**config.mk**
```make
export PLATFORM = sky130hd
export DESIGN_NAME = store_serializer_flat
export DESIGN_NICKNAME = d
export VERILOG_FILES = /design/src/rtl/store_serializer_pkg.sv /design/src/rtl/store_serializer_if.sv /design/src/rtl/store_shift_reg.sv /design/src/rtl/store_serializer.sv /design/src/flat_wrapper.sv
export SDC_FILE = /design/constraint.sdc
export NUM_CORES = 1
export LEC_CHECK = 0
export ABC_AREA = 1
export CAP_MARGIN = 20
export CORE_ASPECT_RATIO = 1.5
export CORE_MARGIN = 4
export CORE_UTILIZATION = 50
export DETAILED_ROUTE_END_ITERATION = 8
export GPL_TIMING_DRIVEN = 0
export PLACE_DENSITY = 0.79
export SLEW_MARGIN = 20
export SYNTH_ARGS = -nofsm -noshare
export SYNTH_HDL_FRONTEND = slang
export SYNTH_SLANG_ARGS = --single-unit
```
**constraint.sdc**
```tcl
create_clock -name Clock -period 2.5 [get_ports Clock]
set_clock_uncertainty 0.1 [all_clocks]
set_input_delay 0.5 -clock Clock [delete_from_list [all_inputs] [get_ports Clock]]
set_output_delay 0.5 -clock Clock [all_outputs]
set_load 0.01 [all_outputs]
```
**src/rtl/store_serializer_pkg.sv**
```systemverilog
// Shared types and constants for the store serializer: FSM states, Size encodings
// and the byte-count lookup used when a store is accepted.
package store_serializer_pkg;

  typedef enum logic [1:0] {
    IDLE  = 2'd0,
    WRITE = 2'd1,
    DONE  = 2'd2
  } state_t;

  localparam logic [1:0] SIZE_B1  = 2'b00;
  localparam logic [1:0] SIZE_B2  = 2'b01;
  localparam logic [1:0] SIZE_B4  = 2'b10;
  localparam logic [1:0] SIZE_RSV = 2'b11;

  // Three-bit byte count per Size code, index 0 in the low bits; reserved maps to 0.
  localparam logic [11:0] BYTE_COUNT_LUT = {3'd0, 3'd4, 3'd2, 3'd1};

  function automatic logic [2:0] byte_count(input logic [1:0] size);
    logic [3:0] idx;
    idx = {2'b00, size} * 4'd3;
    return BYTE_COUNT_LUT[idx +: 3];
  endfunction

endpackage

```
**src/rtl/store_serializer_if.sv**
```systemverilog
// Request and byte-memory bus of the store serializer; slave is the serializer's view.
interface store_serializer_if #(parameter int ADDR_W = 16);

  logic              Start;
  logic [31:0]       I;
  logic [ADDR_W-1:0] Addr;
  logic [1:0]        Size;
  logic              MemReady;
  logic              MemWrEn;
  logic [ADDR_W-1:0] MemAddr;
  logic [7:0]        MemData;
  logic              Busy;
  logic              Done;
  logic              Err;

  modport master (
    output Start, I, Addr, Size, MemReady,
    input  MemWrEn, MemAddr, MemData, Busy, Done, Err
  );

  modport slave (
    input  Start, I, Addr, Size, MemReady,
    output MemWrEn, MemAddr, MemData, Busy, Done, Err
  );

endinterface

```
**src/rtl/store_shift_reg.sv**
```systemverilog
// 32-bit byte shift register feeding MemData. Byte order: MSB-first by default,
// LSB-first when STORE_SER_LSB_FIRST_EN is defined.
module store_shift_reg
  import store_serializer_pkg::*;
(
  input  logic        Clock,
  input  logic        Reset,
  input  logic        load,
  input  logic        shift,
  input  logic [1:0]  size,
  input  logic [31:0] din,
  output logic [7:0]  dout
);

  logic [31:0] sr;
  logic [31:0] aligned;
  logic [31:0] shifted;

  // Unused byte lanes load as zero, so the register drains to 0 after the last byte.
`ifdef STORE_SER_LSB_FIRST_EN
  always_comb begin
    aligned = din;
    case (size)
      SIZE_B1: aligned = {24'h000000, din[7:0]};
      SIZE_B2: aligned = {16'h0000, din[15:0]};
      default: aligned = din;
    endcase
    shifted = {8'h00, sr[31:8]};
  end
  assign dout = sr[7:0];
`else
  always_comb begin
    aligned = din;
    case (size)
      SIZE_B1: aligned = {din[7:0], 24'h000000};
      SIZE_B2: aligned = {din[15:0], 16'h0000};
      default: aligned = din;
    endcase
    shifted = {sr[23:0], 8'h00};
  end
  assign dout = sr[31:24];
`endif

  always_ff @(posedge Clock or negedge Reset) begin
    if (!Reset)     sr <= '0;
    else if (load)  sr <= aligned;
    else if (shift) sr <= shifted;
  end

endmodule

```
**src/rtl/store_serializer.sv**
```systemverilog
// Serializes a 1/2/4-byte store into byte writes with MemReady stall support.
// Byte order selected by STORE_SER_LSB_FIRST_EN (see store_shift_reg).
module store_serializer
  import store_serializer_pkg::*;
#(
  parameter int ADDR_W = 16
) (
  input  logic                Clock,
  input  logic                Reset,
  store_serializer_if.slave   bus
);

  state_t            state;
  logic [2:0]        remaining;
  logic [ADDR_W-1:0] addr_q;
  logic              wr_en;
  logic              busy;
  logic              done;
  logic              err;
  logic              accept;
  logic              load;
  logic              shift;
  logic [7:0]        byte_out;

  assign accept = (state == IDLE) && bus.Start;
  assign load   = accept && (bus.Size != SIZE_RSV);
  assign shift  = (state == WRITE) && bus.MemReady;

  store_shift_reg u_shift (
    .Clock (Clock),
    .Reset (Reset),
    .load  (load),
    .shift (shift),
    .size  (bus.Size),
    .din   (bus.I),
    .dout  (byte_out)
  );

  always_ff @(posedge Clock or negedge Reset) begin
    if (!Reset) begin
      state     <= IDLE;
      remaining <= '0;
      addr_q    <= '0;
      wr_en     <= 1'b0;
      busy      <= 1'b0;
      done      <= 1'b0;
      err       <= 1'b0;
    end else begin
      case (state)
        IDLE: begin
          done <= 1'b0;
          err  <= 1'b0;
          if (accept) begin
            busy <= 1'b1;
            if (bus.Size == SIZE_RSV) begin
              state <= DONE;
              done  <= 1'b1;
              err   <= 1'b1;
            end else begin
              state     <= WRITE;
              wr_en     <= 1'b1;
              addr_q    <= bus.Addr;
              remaining <= byte_count(bus.Size);
            end
          end
        end
        WRITE: begin
          if (bus.MemReady) begin
            if (remaining == 3'd1) begin
              state     <= DONE;
              wr_en     <= 1'b0;
              addr_q    <= '0;
              remaining <= '0;
              done      <= 1'b1;
            end else begin
              addr_q    <= addr_q + ADDR_W'(1);
              remaining <= remaining - 3'd1;
            end
          end
        end
        DONE: begin
          state <= IDLE;
          busy  <= 1'b0;
          done  <= 1'b0;
          err   <= 1'b0;
        end
        default: begin
          state     <= IDLE;
          remaining <= '0;
          addr_q    <= '0;
          wr_en     <= 1'b0;
          busy      <= 1'b0;
          done      <= 1'b0;
          err       <= 1'b0;
        end
      endcase
    end
  end

  assign bus.MemWrEn = wr_en;
  assign bus.MemAddr = addr_q;
  assign bus.MemData = byte_out;
  assign bus.Busy    = busy;
  assign bus.Done    = done;
  assign bus.Err     = err;

endmodule

```
**src/flat_wrapper.sv**
```systemverilog
// flat-port wrapper written by rule: the top's interface ports become plain ports
module store_serializer_flat import store_serializer_pkg::*;
#(
  parameter int ADDR_W = 16
)
  (Clock, Reset, bus_Start, bus_I, bus_Addr, bus_Size, bus_MemReady, bus_MemWrEn, bus_MemAddr, bus_MemData, bus_Busy, bus_Done, bus_Err);
  store_serializer_if #(.ADDR_W(ADDR_W)) bus_i ();
  input  logic Clock;
  input  logic Reset;
  input wire logic [$bits(bus_i.Start)-1:0] bus_Start;
  input wire logic [$bits(bus_i.I)-1:0] bus_I;
  input wire logic [$bits(bus_i.Addr)-1:0] bus_Addr;
  input wire logic [$bits(bus_i.Size)-1:0] bus_Size;
  input wire logic [$bits(bus_i.MemReady)-1:0] bus_MemReady;
  output wire logic [$bits(bus_i.MemWrEn)-1:0] bus_MemWrEn;
  output wire logic [$bits(bus_i.MemAddr)-1:0] bus_MemAddr;
  output wire logic [$bits(bus_i.MemData)-1:0] bus_MemData;
  output wire logic [$bits(bus_i.Busy)-1:0] bus_Busy;
  output wire logic [$bits(bus_i.Done)-1:0] bus_Done;
  output wire logic [$bits(bus_i.Err)-1:0] bus_Err;
  assign bus_i.Start = bus_Start;
  assign bus_i.I = bus_I;
  assign bus_i.Addr = bus_Addr;
  assign bus_i.Size = bus_Size;
  assign bus_i.MemReady = bus_MemReady;
  assign bus_MemWrEn = bus_i.MemWrEn;
  assign bus_MemAddr = bus_i.MemAddr;
  assign bus_MemData = bus_i.MemData;
  assign bus_Busy = bus_i.Busy;
  assign bus_Done = bus_i.Done;
  assign bus_Err = bus_i.Err;
  store_serializer #(.ADDR_W(ADDR_W)) u_core (.Clock(Clock), .Reset(Reset), .bus(bus_i));
endmodule
```
==> reports/metrics.csv <==
stage,metric,value,unit
worst_setup_path,rr_worst_depth,9,
clock_network,cts_buffers,9,
synth,synthCells,454,
clock_network,cts_buffer_depth,2,
worst_setup_path,slowest_delay,0.60,ns
detailed_routing,ant_nets,0,
detailed_routing,drt_first_pass_iters,5,
worst_setup_path,critPathLaunchType,flop,
detailed_routing,drt_iter0_markers,219,
worst_setup_path,path_class,reg -> out,
worst_setup_path,r2r_end,u_core.u_shift.sr[5],
clock_network,cts-htree-levels,3,
final_layout,area_delta_synth_final,32.8,%
placed_design,place.gp.congestion,0.933,
synth,synth.largest_area_cell,dfrtp_1,
placed_design,io_buffers,80,
clock_network,cts-root-buf,clkbuf_8,
worst_setup_path,crit_required,1.90,ns
power_and_ir_drop,power.ir.vdd_worst,0.538,mV
final_layout,layout.nets,604,
detailed_routing,totalWireLength,9290,um
synth,syn_area,3370,sq um
timing,setup_viol,0,
global_routing,grt.total_usage,24.1,%
floorplanning,ios,82,
global_routing,grt_pass1_vias,3302,
timing,slew_headroom,68.7,%
worst_setup_path,path_delay_family,buffers and inverters,
global_routing,grt_max_degree,57,
final_layout,num-fill-cells,556,
worst_setup_path,r2r_start,u_core.state[1],
worst_setup_path,path_cells,clkdlybuf4s50_1,
timing,rsz0062_at_grt,no,
timing,hold_violations,0,
synth,syn_avg_cell_area,7.42,sq um
global_routing,antenna_found_initial,0,
floorplanning,core,6530,sq um
worst_setup_path,cp.arrival,1.42,ns
run,drv_cap,0,
timing,finalCriticalPeriod,2.02,ns
clock_network,cts_tree,yes,
clock_network,post_cts_buffers,0,
synth,ys_types,33,
floorplanning,die_w,75.0,um
clock_network,clock_latency,0.35,ns
timing,worst_slew_pin_slew,0.469,ns
detailed_routing,vias,3406,
synth,yosysWarnings,0,
clock_network,cts_sinks,57,
floorplanning,placementRows,36,
worst_setup_path,rrSetupSlack,0.76,ns
detailed_routing,wl_per_cell,14.8,um
power_and_ir_drop,power_density,998,nW/um^2
final_layout,n_antenna_cell,0,
synth,yosysSeqAreaShare,42.3,%
worst_setup_path,slowest_stage,clkdlybuf4s50_1,
clock_network,cts_resized,0,
timing,slew_violations,0,
timing,fmax,494,MHz
clock_network,cts.reportedPaths.clkPinSlew,0.07,ns
synth,synth-seq-cells,57,
global_routing,grt.overflow.total,0,
final_layout,drive_above_1_share,12.0,%
run_status,status,"finished, final reports clean",
power_and_ir_drop,report.power.total,0.00447,W
floorplanning,dieArea,8140,sq um
worst_setup_path,critical_path.startpoint,u_core.bus.MemAddr[8],
synth,syn_nets,511,
global_routing,grt_pass1_wl,14900,um
detailed_routing,drc,0,
worst_setup_path,path_buf_inv,1,
floorplanning,start_util,51.6,%
placed_design,post-dp-hpwl,7050,um
power_and_ir_drop,p_leak,2.07,nW
worst_setup_path,end_kind,output pin,
worst_setup_path,crit_fanout,8,
floorplanning,die_y,109,um
hold_path,min_path_type,in -> async,
timing,finalCritPeriodShare,80.9,%
synth,yosysTopAreaCellShare,42.3,%
synth,yosys-top-cells-area,"dfrtp_1 42%, nand2_1 16%, nand3_1 6.4%",
final_layout,fin_util,68.5,%
detailed_routing,routed_via_density,5.42,
## how the worst max path moves through the flow
stage,to,depth (start not counted)
4_1_cts,bus_MemAddr[8],1
5_1_grt,bus_MemAddr[8],1
3_3_place_gp,u_core.u_shift.sr[3],1
2_1_floorplan,u_core.u_shift.sr[0],10
3_5_place_dp,u_core.u_shift.sr[5],7
6_report,bus_MemAddr[8],1
## cell usage in the layout, fill, tap and decap left out, types with 5 or more instances in the layout
master	n
inv_1	30
buf_4	12
dfrtp_1	57
nand2_1	147
nand3_1	43
clkdlybuf4s50_1	79
buf_2	8
buf_6	5
a21oi_1	11
nor2_1	42
o21ai_0	25
o31ai_2	8
inv_2	6
a31oi_1	8
clkbuf_8	11
nor3_1	8
o211ai_1	8
o21ai_1	7
## stage by stage
stage / instance area (sq um) / setup WS [ns] / TNS [ns] / hold WS, ns / cells
6_report: 4470 / 0.477 / 0 / 0.369 / 628
5_1_grt: 4470 / 0.440 / 0 / 0.381 / 628
4_1_cts: 4470 / 0.480 / 0 / 0.373 / 628
3_5_place_dp: 4290 / 0.267 / 0 / 0.198 / 611
3_3_place_gp: 4260 / -1.00 / -56.84 / 0.365 / 610
2_1_floorplan: 3370 / 0.908 / 0 / 0.104 / 454
## synth_stat cells, drive strengths merged
master / number
o22ai: 2
buf: 24
nor3: 8
ha: 3
dfrtp: 57
nand4: 3
a21oi: 12
a22oi: 1
o31ai: 8
o21bai: 1
o211ai: 8
clkinv: 1
nand2: 151
nor2: 47
xnor2: 3
a31oi: 8
or2: 1
o21ai: 32
o32ai: 1
inv: 38
nand3: 43
clkbuf: 2
## kinds of logic after synthesis
group           after synthesis  share of synthesized area, %
flops                        57                          42.3
compound gates               73                          14.0
xor+xnor                      3                         0.780
fa+ha+maj                     3                          1.11
buf+inv                      65                          10.0
simple gates                253                          31.8
## layout make-up
cell class              instances  area (sq um)  share of cell area (%)
multi-input cells             332          1600                    35.9
flip-flops and latches         57          1430                    31.9
repair buffers                 82           836                    18.7
plain buffers                  26           186                    4.17
clock buffers                  13           159                    3.55
inverters                      39           151                    3.38
well taps                      76          95.1                    2.13
clock inverters                 3          15.0                   0.336
## what timing repair did
action,CTS,global route
hold buffers,1,0
hold endpoints to repair,1,0
setup endpoints to repair,0,0
## per-layer routing
metal	global-route usage (%)	vias to the layer above	part of all wire [%]
li1	-	1659	-
met1	27.9	1572	37
met2	41.5	149	52
met3	5.40	26	7.5
met4	10.6	0	2.7
met5	0	-	0
## worst register-to-register path, delay by kind of cell, from the launching register on
kind,cells,cell delay [ns]
compound gates,1,0.07
simple gates,4,0.53
buf+inv,4,0.55
flops,1,0.38
## where the power goes
group	total [W]	internal [W]	switching (W)
registers	0.00154	0.00129	0.000246
clock network	0.000787	0.000409	0.000378
logic	0.00214	0.000963	0.00118
## registers in the layout, summed over array words and instances, names as in the netlist
name and flops:
u_core.bus.Busy 1, u_core.bus.Done 1, u_core.bus.Err 1, u_core.bus.MemAddr 16, u_core.bus.MemWrEn 1, u_core.remaining 3
u_core.state 2, u_core.u_shift.sr 32
Note: power is estimated with default switching activity, not from simulation.
